==> config.mk <==
export PLATFORM = sky130hd
export DESIGN_NAME = branch_ctrl
export DESIGN_NICKNAME = d
export VERILOG_FILES = /design/src/rtl/branch_pkg.sv /design/src/rtl/branch_ctrl_ret_stack.sv /design/src/rtl/branch_ctrl.sv
export SDC_FILE = /design/constraint.sdc
export NUM_CORES = 1
export LEC_CHECK = 0
export ABC_AREA = 1
export BUFFER_PORTS_ARGS = -buffer_cell sky130_fd_sc_hd__buf_2
export CORE_AREA = 5 5 191 101
export DETAILED_ROUTE_END_ITERATION = 7
export DIE_AREA = 0 0 196 106
export SLEW_MARGIN = 20
export SYNTH_ARGS = -nofsm -noshare
export SYNTH_HDL_FRONTEND = slang
export SYNTH_HIERARCHICAL = 1
export SYNTH_SLANG_ARGS = --single-unit
==> constraint.sdc <==
create_clock -name clk -period 4.9 [get_ports clk]
set_input_delay 0.735 -clock clk [delete_from_list [all_inputs] [get_ports clk]]
set_output_delay 0.735 -clock clk [all_outputs]
set_load 0.005 [all_outputs]
==> src/rtl/branch_pkg.sv <==
// Shared encodings and defaults for the branch controller and its return stack.
package branch_pkg;

    typedef enum logic [2:0] {
        OP_NONE   = 3'd0,
        OP_JUMP   = 3'd1,
        OP_CALL   = 3'd2,
        OP_RET    = 3'd3,
        OP_BRCOND = 3'd4,
        OP_RETI   = 3'd5,
        OP_EI     = 3'd6,
        OP_DI     = 3'd7
    } op_e;

    localparam int unsigned ADDR_W            = 12;
    localparam int unsigned DEF_STACK_DEPTH   = 8;
    localparam logic [ADDR_W-1:0] DEF_INT_VECTOR = 12'h004;

    // Return address of an instruction; wraps naturally at the top of the 12-bit space.
    function automatic logic [ADDR_W-1:0] next_pc(input logic [ADDR_W-1:0] pc);
        return pc + ADDR_W'(1);
    endfunction

endpackage

==> src/rtl/branch_ctrl_ret_stack.sv <==
// LIFO return-address stack; only the pointer is reset, storage is left as-is.
module ret_stack
    import branch_pkg::*;
#(
    parameter int unsigned DEPTH = DEF_STACK_DEPTH
) (
    input  logic              clk,
    input  logic              reset,
    input  logic              push,
    input  logic              pop,
    input  logic [ADDR_W-1:0] push_data,
    output logic [ADDR_W-1:0] top,
    output logic              full,
    output logic              empty
);

    localparam int unsigned AW = $clog2(DEPTH);
    localparam int unsigned PW = AW + 1;

    logic [ADDR_W-1:0] r_mem [DEPTH];
    logic [PW-1:0]     r_ptr;
    logic [AW-1:0]     w_top_idx;
    logic [AW-1:0]     w_wr_idx;

    assign full      = (r_ptr == PW'(DEPTH));
    assign empty     = (r_ptr == '0);
    assign w_top_idx = AW'(r_ptr - PW'(1));
    assign w_wr_idx  = AW'(r_ptr);
    assign top       = empty ? '0 : r_mem[w_top_idx];

    always_ff @(posedge clk or posedge reset) begin
        if (reset) begin
            r_ptr <= '0;
        end else if (push && !full) begin
            r_ptr <= r_ptr + PW'(1);
        end else if (pop && !empty) begin
            r_ptr <= r_ptr - PW'(1);
        end
    end

    always_ff @(posedge clk) begin
        if (push && !full) begin
            r_mem[w_wr_idx] <= push_data;
        end
    end

endmodule

==> src/rtl/branch_ctrl.sv <==
// Branch/call/return and interrupt-entry redirect logic with a hardware return stack.
module branch_ctrl
    import branch_pkg::*;
#(
    parameter int unsigned       STACK_DEPTH = DEF_STACK_DEPTH,
    parameter logic [ADDR_W-1:0] INT_VECTOR  = DEF_INT_VECTOR
) (
    input  logic              clk,
    input  logic              reset,
    input  logic              pause,
    input  logic              kill,
    input  logic              op_valid,
    input  logic [2:0]        op_code,
    input  logic [ADDR_W-1:0] op_pc,
    input  logic [ADDR_W-1:0] op_target,
    input  logic              cond,
    input  logic              irq,
    input  logic              clr_err,
    output logic              goto,
    output logic [ADDR_W-1:0] goto_addr,
    output logic              int_en,
    output logic              int_active,
    output logic              stack_ovf,
    output logic              stack_unf
);

    logic              r_int_en;
    logic              r_int_active;
    logic              r_ovf;
    logic              r_unf;

    logic              w_live;
    op_e               w_op;
    logic              w_goto;
    logic [ADDR_W-1:0] w_addr;
    logic              w_push;
    logic              w_pop;
    logic              w_take_int;
    logic              w_reti;
    logic              w_ei;
    logic              w_di;
    logic [ADDR_W-1:0] w_top;
    logic              w_full;
    logic              w_empty;
    logic              w_ovf_evt;
    logic              w_unf_evt;

    assign w_live = op_valid & ~kill;
    assign w_op   = op_e'(op_code);

    always_comb begin
        w_goto     = 1'b0;
        w_addr     = '0;
        w_push     = 1'b0;
        w_pop      = 1'b0;
        w_take_int = 1'b0;
        w_reti     = 1'b0;
        w_ei       = 1'b0;
        w_di       = 1'b0;
        if (w_live) begin
            case (w_op)
                OP_NONE: begin
                    // Interrupts are only accepted on an empty slot so no real op is lost.
                    if (irq && r_int_en && !r_int_active) begin
                        w_goto     = 1'b1;
                        w_addr     = INT_VECTOR;
                        w_push     = 1'b1;
                        w_take_int = 1'b1;
                    end
                end
                OP_JUMP: begin
                    w_goto = 1'b1;
                    w_addr = op_target;
                end
                OP_CALL: begin
                    w_goto = 1'b1;
                    w_addr = op_target;
                    w_push = 1'b1;
                end
                OP_RET: begin
                    w_goto = 1'b1;
                    w_addr = w_top;
                    w_pop  = 1'b1;
                end
                OP_BRCOND: begin
                    w_goto = cond;
                    w_addr = op_target;
                end
                OP_RETI: begin
                    w_goto = 1'b1;
                    w_addr = w_top;
                    w_pop  = 1'b1;
                    w_reti = 1'b1;
                end
                OP_EI:   w_ei = 1'b1;
                OP_DI:   w_di = 1'b1;
                default: ;
            endcase
        end
    end

    assign w_ovf_evt = w_push & ~pause & w_full;
    assign w_unf_evt = w_pop  & ~pause & w_empty;

    ret_stack #(
        .DEPTH (STACK_DEPTH)
    ) u_stack (
        .clk       (clk),
        .reset     (reset),
        .push      (w_push & ~pause),
        .pop       (w_pop & ~pause),
        .push_data (next_pc(op_pc)),
        .top       (w_top),
        .full      (w_full),
        .empty     (w_empty)
    );

    always_ff @(posedge clk or posedge reset) begin
        if (reset) begin
            r_int_en     <= 1'b0;
            r_int_active <= 1'b0;
            r_ovf        <= 1'b0;
            r_unf        <= 1'b0;
        end else begin
            if (!pause) begin
                if (w_ei) begin
                    r_int_en <= 1'b1;
                end else if (w_di) begin
                    r_int_en <= 1'b0;
                end
                if (w_take_int) begin
                    r_int_active <= 1'b1;
                end else if (w_reti) begin
                    r_int_active <= 1'b0;
                end
            end
            // Error events are already gated by pause; clr_err acts regardless and loses to a new event.
            r_ovf <= w_ovf_evt | (r_ovf & ~clr_err);
            r_unf <= w_unf_evt | (r_unf & ~clr_err);
        end
    end

    assign goto       = w_goto;
    assign goto_addr  = w_addr;
    assign int_en     = r_int_en;
    assign int_active = r_int_active;
    assign stack_ovf  = r_ovf;
    assign stack_unf  = r_unf;

endmodule

==> flow_metrics.tcl, run 1 <==
set metrics [dict create \
    cts_root_buf "clkbuf_16" \
    final_cell_mix "nand2_1, nor2_1, edfxtp_1" \
    grt_start_max_net_pins 64 \
    ctsResizeCount 0 \
    criticalPathCategory "flop to output port" \
    dp_cells 814 \
    crit_path_max_fanout 42 \
    synth-seq-area-share_pct 60.2 \
    setup_viol 0 \
    fmax_mhz 272 \
    layout.cells.non_filler 830 \
    worstMarginPinSlew_ns 1.08 \
    nFillCells 1805 \
    cts-buffers-inserted 9 \
    layout.nets 623 \
    period_minus_slack_ns 3.68 \
    drt_iter0_drc 388 \
    mostFrequentLayoutCell "nand2_1" \
    max-slew-margin-rel_pct 27.8 \
    io_buffers 51 \
    switching_share_pct 41.6 \
    p_per_area_mw_per_mm2 548 \
    ys_seq_elements 104 \
    ios 52 \
    critPathRequiredTime_ns 4.16 \
    crit_end "goto_addr[5]" \
    period_share_pct 75.0 \
    p_comb_share_pct 44.7 \
    clock_skew_ns 0.00596 \
    yosysWarnings 6 \
    grt_pass1_wl_um 19900 \
    r2r-start "u_stack/r_ptr[0]$_DFFE_PP0P_" \
    path_cells "inv_2 > buf_4 > ha_1 > buf_4 > nor2_1 > o21ai_0 > nand2_1 > nor2_1 > nor2_1 > nand2_1 > a21oi_1 > buf_2" \
    cts_buffer_depth 2 \
    start_util_pct 29.0 \
    cts_sinks 104 \
    status "finished, final reports clean" \
    via_per_inst 4.48 \
    vias 3721 \
    globalRouteOverflowTotal 0 \
    hold_viol_final 0 \
    die_height_um 106 \
    syn-num-nets 579 \
    postCtsSetupBuffers 0 \
    pre_cts_ws_ns 1.40 \
    die_w_um 196 \
    finalMaxSlewViolations 0 \
    grt_pass1_vias 3520 \
    seqPwrFrac_pct 31.6 \
    rsz0062_at_grt "false" \
    tns_ns 0 \
    reg2reg_to "u_stack/r_mem[4][10]$_DFFE_PP_" \
    cpPeakStageDelay_ns 0.41 \
    die-area_mm2 0.0208 \
    antenna_found_initial 0 \
    fp.coreArea_mm2 0.0177 \
    crit_path_top_delay_cell "dfrtp_2" \
    path_clk_slew_ns 0.07 \
    switching_power_mw 1.35 \
    cts_max_level 3 \
    ant_nets 0 \
    grt.total_usage_pct 12.4 \
    drc 0 \
    hold_buffers 0 \
    worstPathArrival_ns 2.94 \
    cp-startpoint "u_stack/r_ptr[0]$_DFFE_PP0P_" \
    synth.distinct_cells 30 \
    clkPwrFrac_pct 23.7 \
    worst_slack_ns 1.22 \
    diodes 0 \
    place.gp.congestion 0.829 \
    area_growth_syn_to_layout_pct 15.3 \
    avgSynthCellArea_um2 9.47 \
    total_leakage_power_nw 2.47 \
    hold_path.class "input pin to asynchronous set/reset pin" \
    wire_per_inst_um 15.4 \
    synthCells 541 \
    p_int_mw 1.89 \
    cp-end-kind "output port" \
    crit_top_cell "nor2_1" \
    drt-pass1-iter-count 5 \
    whs_ns 0.275 \
    cp-start-kind "flop" \
    drt_wl_total_um 12800 \
    final_core_util_pct 33.4 \
    hpwl_um 8790 \
    register_area_mm2 0.00308 \
    rows 35 \
    r2r_slack_ns 2.13 \
    syn-cell-area_mm2 0.00512 \
    drive_gt1_share_pct 16.3 \
    drv_cap 0 \
    clk_latency_ns 0.34 \
    cts_tree "yes" \
    reg2regPathDepth 8 \
    ir_drop_mv 0.285 \
    multi_input_area_mm2 0.00168 \
]
## synth_stat cells, drive strengths merged
cell type / count / share of area (%)
nand2: 123 / 9.5
nand3b: 2 / 0.29
nor2: 110 / 8.2
a21oi: 12 / 1.5
ha: 3 / 0.73
xor2: 7 / 1.2
inv: 60 / 4.4
nand3: 49 / 5.6
buf: 22 / 2.9
o21ai: 32 / 3.1
nor3: 6 / 0.59
dfrtp: 8 / 3.9
edfxtp: 96 / 56
clkbuf: 2 / 0.17
xnor2: 5 / 1.2
and3: 1 / 0.12
nand4: 2 / 0.24
a31oi: 1 / 0.12
## flip-flops by register name, indices dropped and copies added (netlist names)
name           cells
u_stack/r_mem     96
u_stack/r_ptr      4
int_active         1
int_en             1
stack_ovf          1
stack_unf          1
## area by class of cell
| class | instances | share of cell area, % |
|---|---|---|
| timing repair buffer | 57 | 5.09 |
| tap | 240 | 5.09 |
| sequential | 104 | 52.2 |
| inverter | 60 | 3.81 |
| clock buffer | 11 | 3.94 |
| clock inverter | 5 | 1.38 |
| multi-input combinational | 353 | 28.5 |
## through the flow
stage               cell area, um^2  power (mW)
floorplan                      5120        2.13
global placement               5580        2.46
detailed placement             5590        2.47
CTS                            5900        3.23
global route                   5900        3.45
finish                         5900        3.24
## power groups by stage
stage | clock, mW | combinational, mW | sequential, mW
6_report | 0.767 | 1.45 | 1.02
3_5_place_dp | 0 | 1.43 | 1.04
4_1_cts | 0.774 | 1.43 | 1.02
5_1_grt | 0.814 | 1.61 | 1.03
2_1_floorplan | 0 | 1.10 | 1.03
3_3_place_gp | 0 | 1.42 | 1.04
## per-layer routing
metal  track usage (%)  vias up  wire, um
met1              20.2     1725      6880
met5                 0        -         0
li1                  -     1853         -
met3              4.15        6      1070
met4              1.89        0        74
met2              15.7      137      4750
## worst max-delay path: cells and delay by family (launching register included)
kind,cells,cell delay (ns)
fa+ha+maj,1,0.41
flops,1,0.41
compound gates,2,0.33
simple gates,5,0.53
buf+inv,4,0.89
## how the worst min path moves through the flow
| stage | to | startpoint | slack, ns |
|---|---|---|---|
| floorplan | u_stack/r_ptr[3]$_DFFE_PP0P_ | u_stack/r_ptr[3]$_DFFE_PP0P_ | 0.46 |
| CTS | int_en$_DFFE_PP0P_ | reset | 0.28 |
| global placement | u_stack/r_ptr[3]$_DFFE_PP0P_ | u_stack/r_ptr[3]$_DFFE_PP0P_ | 0.49 |
| finish | int_en$_DFFE_PP0P_ | reset | 0.27 |
| detailed placement | u_stack/r_ptr[3]$_DFFE_PP0P_ | u_stack/r_ptr[3]$_DFFE_PP0P_ | 0.50 |
| global route | int_en$_DFFE_PP0P_ | reset | 0.29 |
## cells by family (layout without fill, tap and decap cells)
kind of cell,after synthesis,in the layout,synth area share [%]
and+or+nand+nor,293,293,24.5
DFF,104,104,60.2
buffers and inverters,84,133,7.43
AOI/OAI and AO/OA,45,45,4.71
xor gates and xnor gates,12,12,2.42
adders and majority gates,3,3,0.733
Power figures use the tool's default switching activity.
==> inputs of run 2 (changes only) <==
==> constraint.sdc (replaced) <==
create_clock -name clk -period 3.6 [get_ports clk]
set_input_delay 0.54 -clock clk [delete_from_list [all_inputs] [get_ports clk]]
set_output_delay 0.54 -clock clk [all_outputs]
set_load 0.005 [all_outputs]
==> run 2 against run 1 <==
Combinational power grew 36%. Via count increased by 0.43%. Non-clock buffer count increased by 8. Power increased by 33%. First-iteration DRC count grew 8.8%. Clock skew fell by 0.0014 ns. Cell count increased by 0.96%.
==> flow_metrics.tcl, run 2 (synthesis results as in run 1) <==
set metrics [dict create \
    drc 0 \
    largest_reg_flops 96 \
    p_per_area_mw_per_mm2 728 \
    die_height_um 106 \
    ctsResizeCount 0 \
    start_util_pct 29.0 \
    cp-end-kind "output port" \
    max-slew-margin-rel_pct 36.6 \
    crit_path_max_fanout 25 \
    drt-pass1-iter-count 5 \
    rows 35 \
    finalMaxSlewViolations 0 \
    globalRouteOverflowTotal 0 \
    cts_root_buf "clkbuf_16" \
    area_growth_syn_to_layout_pct 15.8 \
    worst_slack_ns 0.523 \
    layout.nets 631 \
    final_core_util_pct 33.5 \
    postPlaceCellArea_mm2 0.00564 \
    drt_wl_total_um 13100 \
    period_share_pct 85.5 \
    r2r_slack_ns 1.31 \
    criticalPathCategory "flop to output port" \
    die_w_um 196 \
    drive_gt1_share_pct 17.4 \
    largest_registers "u_stack/r_mem (96), u_stack/r_ptr (4)" \
    ant_nets 0 \
    cts-buffers-inserted 9 \
    drv_cap 0 \
    period_minus_slack_ns 3.08 \
    wire_per_inst_um 15.7 \
    path_cells "inv_1 > ha_1 > xnor2_4 > nand3_1 > nand2_1 > nor2_1 > nand4_1 > nand2_1 > inv_1 > a21oi_1 > buf_2" \
    nFillCells 1830 \
    dp_cells 822 \
    rsz0062_at_grt "false" \
    worstPathArrival_ns 2.54 \
    fp.coreArea_mm2 0.0177 \
    cts_sinks 104 \
    mostFrequentLayoutCell "nand2_1" \
    drt_iter0_drc 422 \
    tns_ns 0 \
    hold_buffers 0 \
    fmax_mhz 325 \
    place.gp.congestion 0.826 \
    final_cell_mix "nand2_1, nor2_1, edfxtp_1" \
    critPathRequiredTime_ns 3.06 \
    total_leakage_power_nw 2.50 \
    path_clk_slew_ns 0.07 \
    antenna_found_initial 0 \
    cts_buffer_depth 2 \
    r2r-start "u_stack/r_ptr[1]$_DFFE_PP0P_" \
    pre_cts_ws_ns 0.859 \
    design_area_mm2 0.00593 \
    ir_drop_mv 0.334 \
    io_buffers 51 \
    layout.cells.non_filler 838 \
    hold_viol_final 0 \
    ios 52 \
    cp-start-kind "flop" \
    hold_path.class "input pin to asynchronous set/reset pin" \
    via_per_inst 4.46 \
    grt_pass1_vias 3595 \
    status "finished, final reports clean" \
    grt_pass1_wl_um 20700 \
    cts_tree "yes" \
    worstMarginPinSlew_ns 0.948 \
    grt.total_usage_pct 13.0 \
    reg2regPathDepth 8 \
    whs_ns 0.0682 \
    diodes 0 \
    setup_viol 0 \
    postCtsSetupBuffers 0 \
    die-area_mm2 0.0208 \
    cpPeakStageDelay_ns 0.69 \
    clk_latency_ns 0.34 \
    hpwl_um 9030 \
    grt_start_max_net_pins 64 \
    regMostFlops "u_stack/r_mem" \
    cts_max_level 3 \
    vias 3737 \
    clock_skew_ns 0.00453 \
    reg2reg_to "u_stack/r_mem[4][10]$_DFFE_PP_" \
    crit_path_top_delay_cell "xnor2_4" \
    power_mw 4.32 \
]
-- run 2: cell count changes in the layout (fill, tap and decap cells not counted), sizes merged --
| cell | previous run | this run |
|---|---|---|
| clkbuf | 11 | 10 |
| clkinv | 2 | 4 |
| buf | 57 | 65 |
| bufinv | 2 | 1 |
-- run 2: how the worst max path moves through the flow --
stage,to,start,slack (ns)
2_1_floorplan,goto_addr[2],u_stack/r_ptr[0]$_DFFE_PP0P_,1.09
3_3_place_gp,goto_addr[2],u_stack/r_ptr[1]$_DFFE_PP0P_,0.93
3_5_place_dp,u_stack/r_mem[4][1]$_DFFE_PP_,kill,0.86
4_1_cts,goto_addr[2],u_stack/r_ptr[1]$_DFFE_PP0P_,0.50
5_1_grt,goto_addr[3],u_stack/r_ptr[1]$_DFFE_PP0P_,0.26
6_report,goto_addr[2],u_stack/r_ptr[1]$_DFFE_PP0P_,0.52
-- run 2: critical path, delay by kind of cell, from the launching register on --
| family | cells | cell delay [ns] |
|---|---|---|
| buf+inv | 3 | 0.29 |
| fa+ha+maj | 1 | 0.28 |
| simple gates | 5 | 0.47 |
| flops | 1 | 0.40 |
| xor+xnor | 1 | 0.69 |
| compound gates | 1 | 0.05 |
-- run 2: layer usage --
metal  routed length, um  share of wire [%]  GRT usage [%]
met1                7140                 54           21.0
met2                5050                 38           17.0
met3                 842                6.4           3.01
met4                 103               0.78           2.79
met5                   0                  0              0
-- run 2: cell type report --
class                   instances  area, um^2  share of cell area, %
flip-flops and latches        104        3080                   52.0
repair buffers                 65         360                   6.07
well taps                     240         300                   5.06
inverters                      60         225                   3.80
clock inverters                 6        60.1                   1.01
clock buffers                  10         229                   3.86
multi-input cells             353        1670                   28.2
-- run 2: power by group --
part	internal [mW]	switching, mW	leakage, nW
sequential	1.36	0.0360	0.965
clock	0.536	0.422	0.140
combinational	0.605	1.37	1.39
==> inputs of run 3 (changes only) <==
--- a/config.mk
+++ b/config.mk
@@ -5,11 +5,11 @@
 export SDC_FILE = /design/constraint.sdc
 export NUM_CORES = 1
 export LEC_CHECK = 0
-export ABC_AREA = 1
 export BUFFER_PORTS_ARGS = -buffer_cell sky130_fd_sc_hd__buf_2
-export CORE_AREA = 5 5 191 101
+export CORE_AREA = 5 5 185 98
 export DETAILED_ROUTE_END_ITERATION = 7
-export DIE_AREA = 0 0 196 106
+export DIE_AREA = 0 0 190 103
+export RECOVER_POWER = 100
 export SLEW_MARGIN = 20
 export SYNTH_ARGS = -nofsm -noshare
 export SYNTH_HDL_FRONTEND = slang
==> run 3 against run 2 <==
Synthesized area fell by 6.5%. Clock skew fell by 0.0012 ns. Fmax fell by 9.0%. Critical endpoint unchanged. First-iteration DRC count fell by 38%.
==> flow_metrics.tcl, run 3 <==
set metrics [dict create \
    drv_cap 0 \
    largest_reg_flops 96 \
    worstPathArrival_ns 2.84 \
    drt_wl_total_um 11700 \
    layout.cells.non_filler 598 \
    yosys.area_share.xor_xnor_pct 2.56 \
    synth_edf_count 96 \
    cts_root_buf "clkbuf_16" \
    vias 2922 \
    reg2regPathDepth 7 \
    finalMaxSlewViolations 0 \
    hold_viol_final 0 \
    die_height_um 103 \
    syn-cell-area_mm2 0.00479 \
    clkPwrFrac_pct 30.1 \
    synthMuxAreaShare_pct 13.0 \
    drive_gt1_share_pct 20.9 \
    crit_path_max_fanout 12 \
    ys_seq_elements 104 \
    io_buffers 51 \
    largest_registers "u_stack/r_mem (96), u_stack/r_ptr (4)" \
    hold_path.class "input pin to asynchronous set/reset pin" \
    wire_per_inst_um 19.5 \
    p_comb_share_pct 29.4 \
    hpwl_um 7910 \
    ys.flop_type "edfxtp_1" \
    cts_tree "yes" \
    final_core_util_pct 33.4 \
    drt-pass1-iter-count 5 \
    setup_viol 0 \
    grt_util_met3_pct 3.79 \
    netlist_top_cells_area "edfxtp_1, mux4_1, dfrtp_1" \
    fmax_mhz 296 \
    synth_commonest_cells "edfxtp_1, nand2_1, o21ai_1" \
    drt_iter0_drc 262 \
    rows 34 \
    regMostFlops "u_stack/r_mem" \
    cp-start-kind "flop" \
    worstMarginPinSlew_ns 1.07 \
    clock_skew_ns 0.00328 \
    clk_latency_ns 0.34 \
    via_per_inst 4.89 \
    ctsResizeCount 0 \
    rsz0062_at_grt "false" \
    synth-seq-area-share_pct 64.4 \
    ir_drop_mv 0.346 \
    die_w_um 190 \
    place.gp.congestion 0.745 \
    antenna_found_initial 0 \
    diodes 0 \
    yosysWarnings 6 \
    postCtsSetupBuffers 0 \
    busiest_layer "met2" \
    grt_start_max_net_pins 33 \
    start_util_pct 28.8 \
    mostFrequentLayoutCell "edfxtp_1" \
    avgSynthCellArea_um2 15.7 \
    grtUsageMet1_pct 17.3 \
    period_minus_slack_ns 3.38 \
    r2r-start "int_active$_DFFE_PP0P_" \
    dp_cells 584 \
    grt_pass1_vias 2879 \
    cp-end-kind "output port" \
    period_share_pct 93.9 \
    p_per_area_mw_per_mm2 613 \
    criticalPathCategory "flop to output port" \
    switching_power_mw 1.00 \
    critPathRequiredTime_ns 3.06 \
    synth_compound_area_share_pct 7.84 \
    p_int_mw 2.41 \
    yosysTopAreaCell "edfxtp_1" \
    max-slew-margin-rel_pct 28.7 \
    synth_top_cell_area_share_pct 60.2 \
    synthCells 305 \
    synth_adder_area_share_pct 0.784 \
    cts-buffers-inserted 9 \
    grtUsageMet2_pct 18.9 \
    grt.total_usage_pct 12.3 \
    tns_ns 0 \
    worst_slack_ns 0.219 \
    total_leakage_power_nw 1.96 \
    seqPwrFrac_pct 40.5 \
    async_flop_share_pct 7.69 \
    yosysMostFrequentCell "edfxtp_1" \
    drc 0 \
    hold_buffers 0 \
    pre_cts_ws_ns 0.614 \
    ios 52 \
    globalRouteOverflowTotal 0 \
    switching_share_pct 29.4 \
    die-area_mm2 0.0196 \
    synth_top_family_by_area "multiplexers" \
    synth.distinct_cells 44 \
    final_cell_mix "edfxtp_1, buf_2, nand2_1" \
    cts_sinks 104 \
    r2r_slack_ns 0.75 \
    area_growth_syn_to_layout_pct 16.1 \
    synth-simple-area-share_pct 7.11 \
    layout.nets 399 \
    fp.coreArea_mm2 0.0166 \
    grt_pass1_wl_um 17500 \
    path_clk_slew_ns 0.07 \
    status "finished, final reports clean" \
    cts_buffer_depth 2 \
    reg2reg_to "u_stack/r_mem[2][5]$_DFFE_PP_" \
    cts_max_level 3 \
    ant_nets 0 \
    syn-num-nets 343 \
]
[run 3: worst max path at each step]
| stage | startpoint | endpoint | slack [ns] | depth (start not counted) |
|---|---|---|---|---|
| floorplan | op_code[2] | u_stack/r_mem[0][0]$_DFFE_PP_ | 0.99 | 7 |
| global placement | u_stack/r_ptr[1]$_DFFE_PP0P_ | goto_addr[2] | 0.70 | 9 |
| detailed placement | u_stack/r_ptr[1]$_DFFE_PP0P_ | goto_addr[11] | 0.61 | 8 |
| CTS | u_stack/r_ptr[1]$_DFFE_PP0P_ | goto_addr[11] | 0.21 | 8 |
| global route | u_stack/r_ptr[1]$_DFFE_PP0P_ | goto_addr[2] | 0.06 | 9 |
| finish | u_stack/r_ptr[1]$_DFFE_PP0P_ | goto_addr[2] | 0.22 | 9 |
[run 3: cell families after synthesis]
logic type,after synthesis
compound gates,57
xor+xnor,14
fa+ha+maj,3
buf+inv,32
flops,104
mux,26
simple gates,69
[run 3: critical path, stage by stage (launching register included)]
cell	delay [ns]
dfrtp_1	0.50
inv_1	0.19
ha_1	0.32
and2_1	0.59
o21ai_0	0.18
nand2_1	0.12
nand2_1	0.06
a2bb2oi_1	0.13
a221oi_1	0.24
buf_2	0.16
[run 3: routing by layer]
layer	up-vias	part of all wire (%)
li1	1328	-
met1	1479	48
met2	105	44
met3	10	6.1
met4	0	1.1
met5	-	0
[run 3: metrics by stage]
stage / instance area, um^2 / hold slack (ns) / power [mW]
6_report: 5560 / 0.0897 / 3.41
5_1_grt: 5560 / 0.0850 / 3.58
4_1_cts: 5620 / 0.0846 / 3.45
3_5_place_dp: 5310 / 0.460 / 2.42
3_3_place_gp: 5310 / 0.437 / 2.41
2_1_floorplan: 4790 / 0.306 / 2.19
[run 3: area by class of cell]
| type | instances | area [um^2] |
|---|---|---|
| multi-input cells | 169 | 1500 |
| flip-flops and latches | 104 | 3080 |
| repair buffers | 65 | 333 |
| fillers | 1640 | 11100 |
| clock inverters | 5 | 82.6 |
| inverters | 12 | 45.0 |
| well taps | 234 | 293 |
| clock buffers | 9 | 225 |
[run 3: power groups by stage]
stage	Sequential, mW	Clock, mW	Combinational, mW
6_report	1.38	1.03	1.00
3_3_place_gp	1.40	0	1.01
4_1_cts	1.38	1.05	1.02
3_5_place_dp	1.41	0	1.02
5_1_grt	1.38	1.11	1.09
2_1_floorplan	1.39	0	0.807
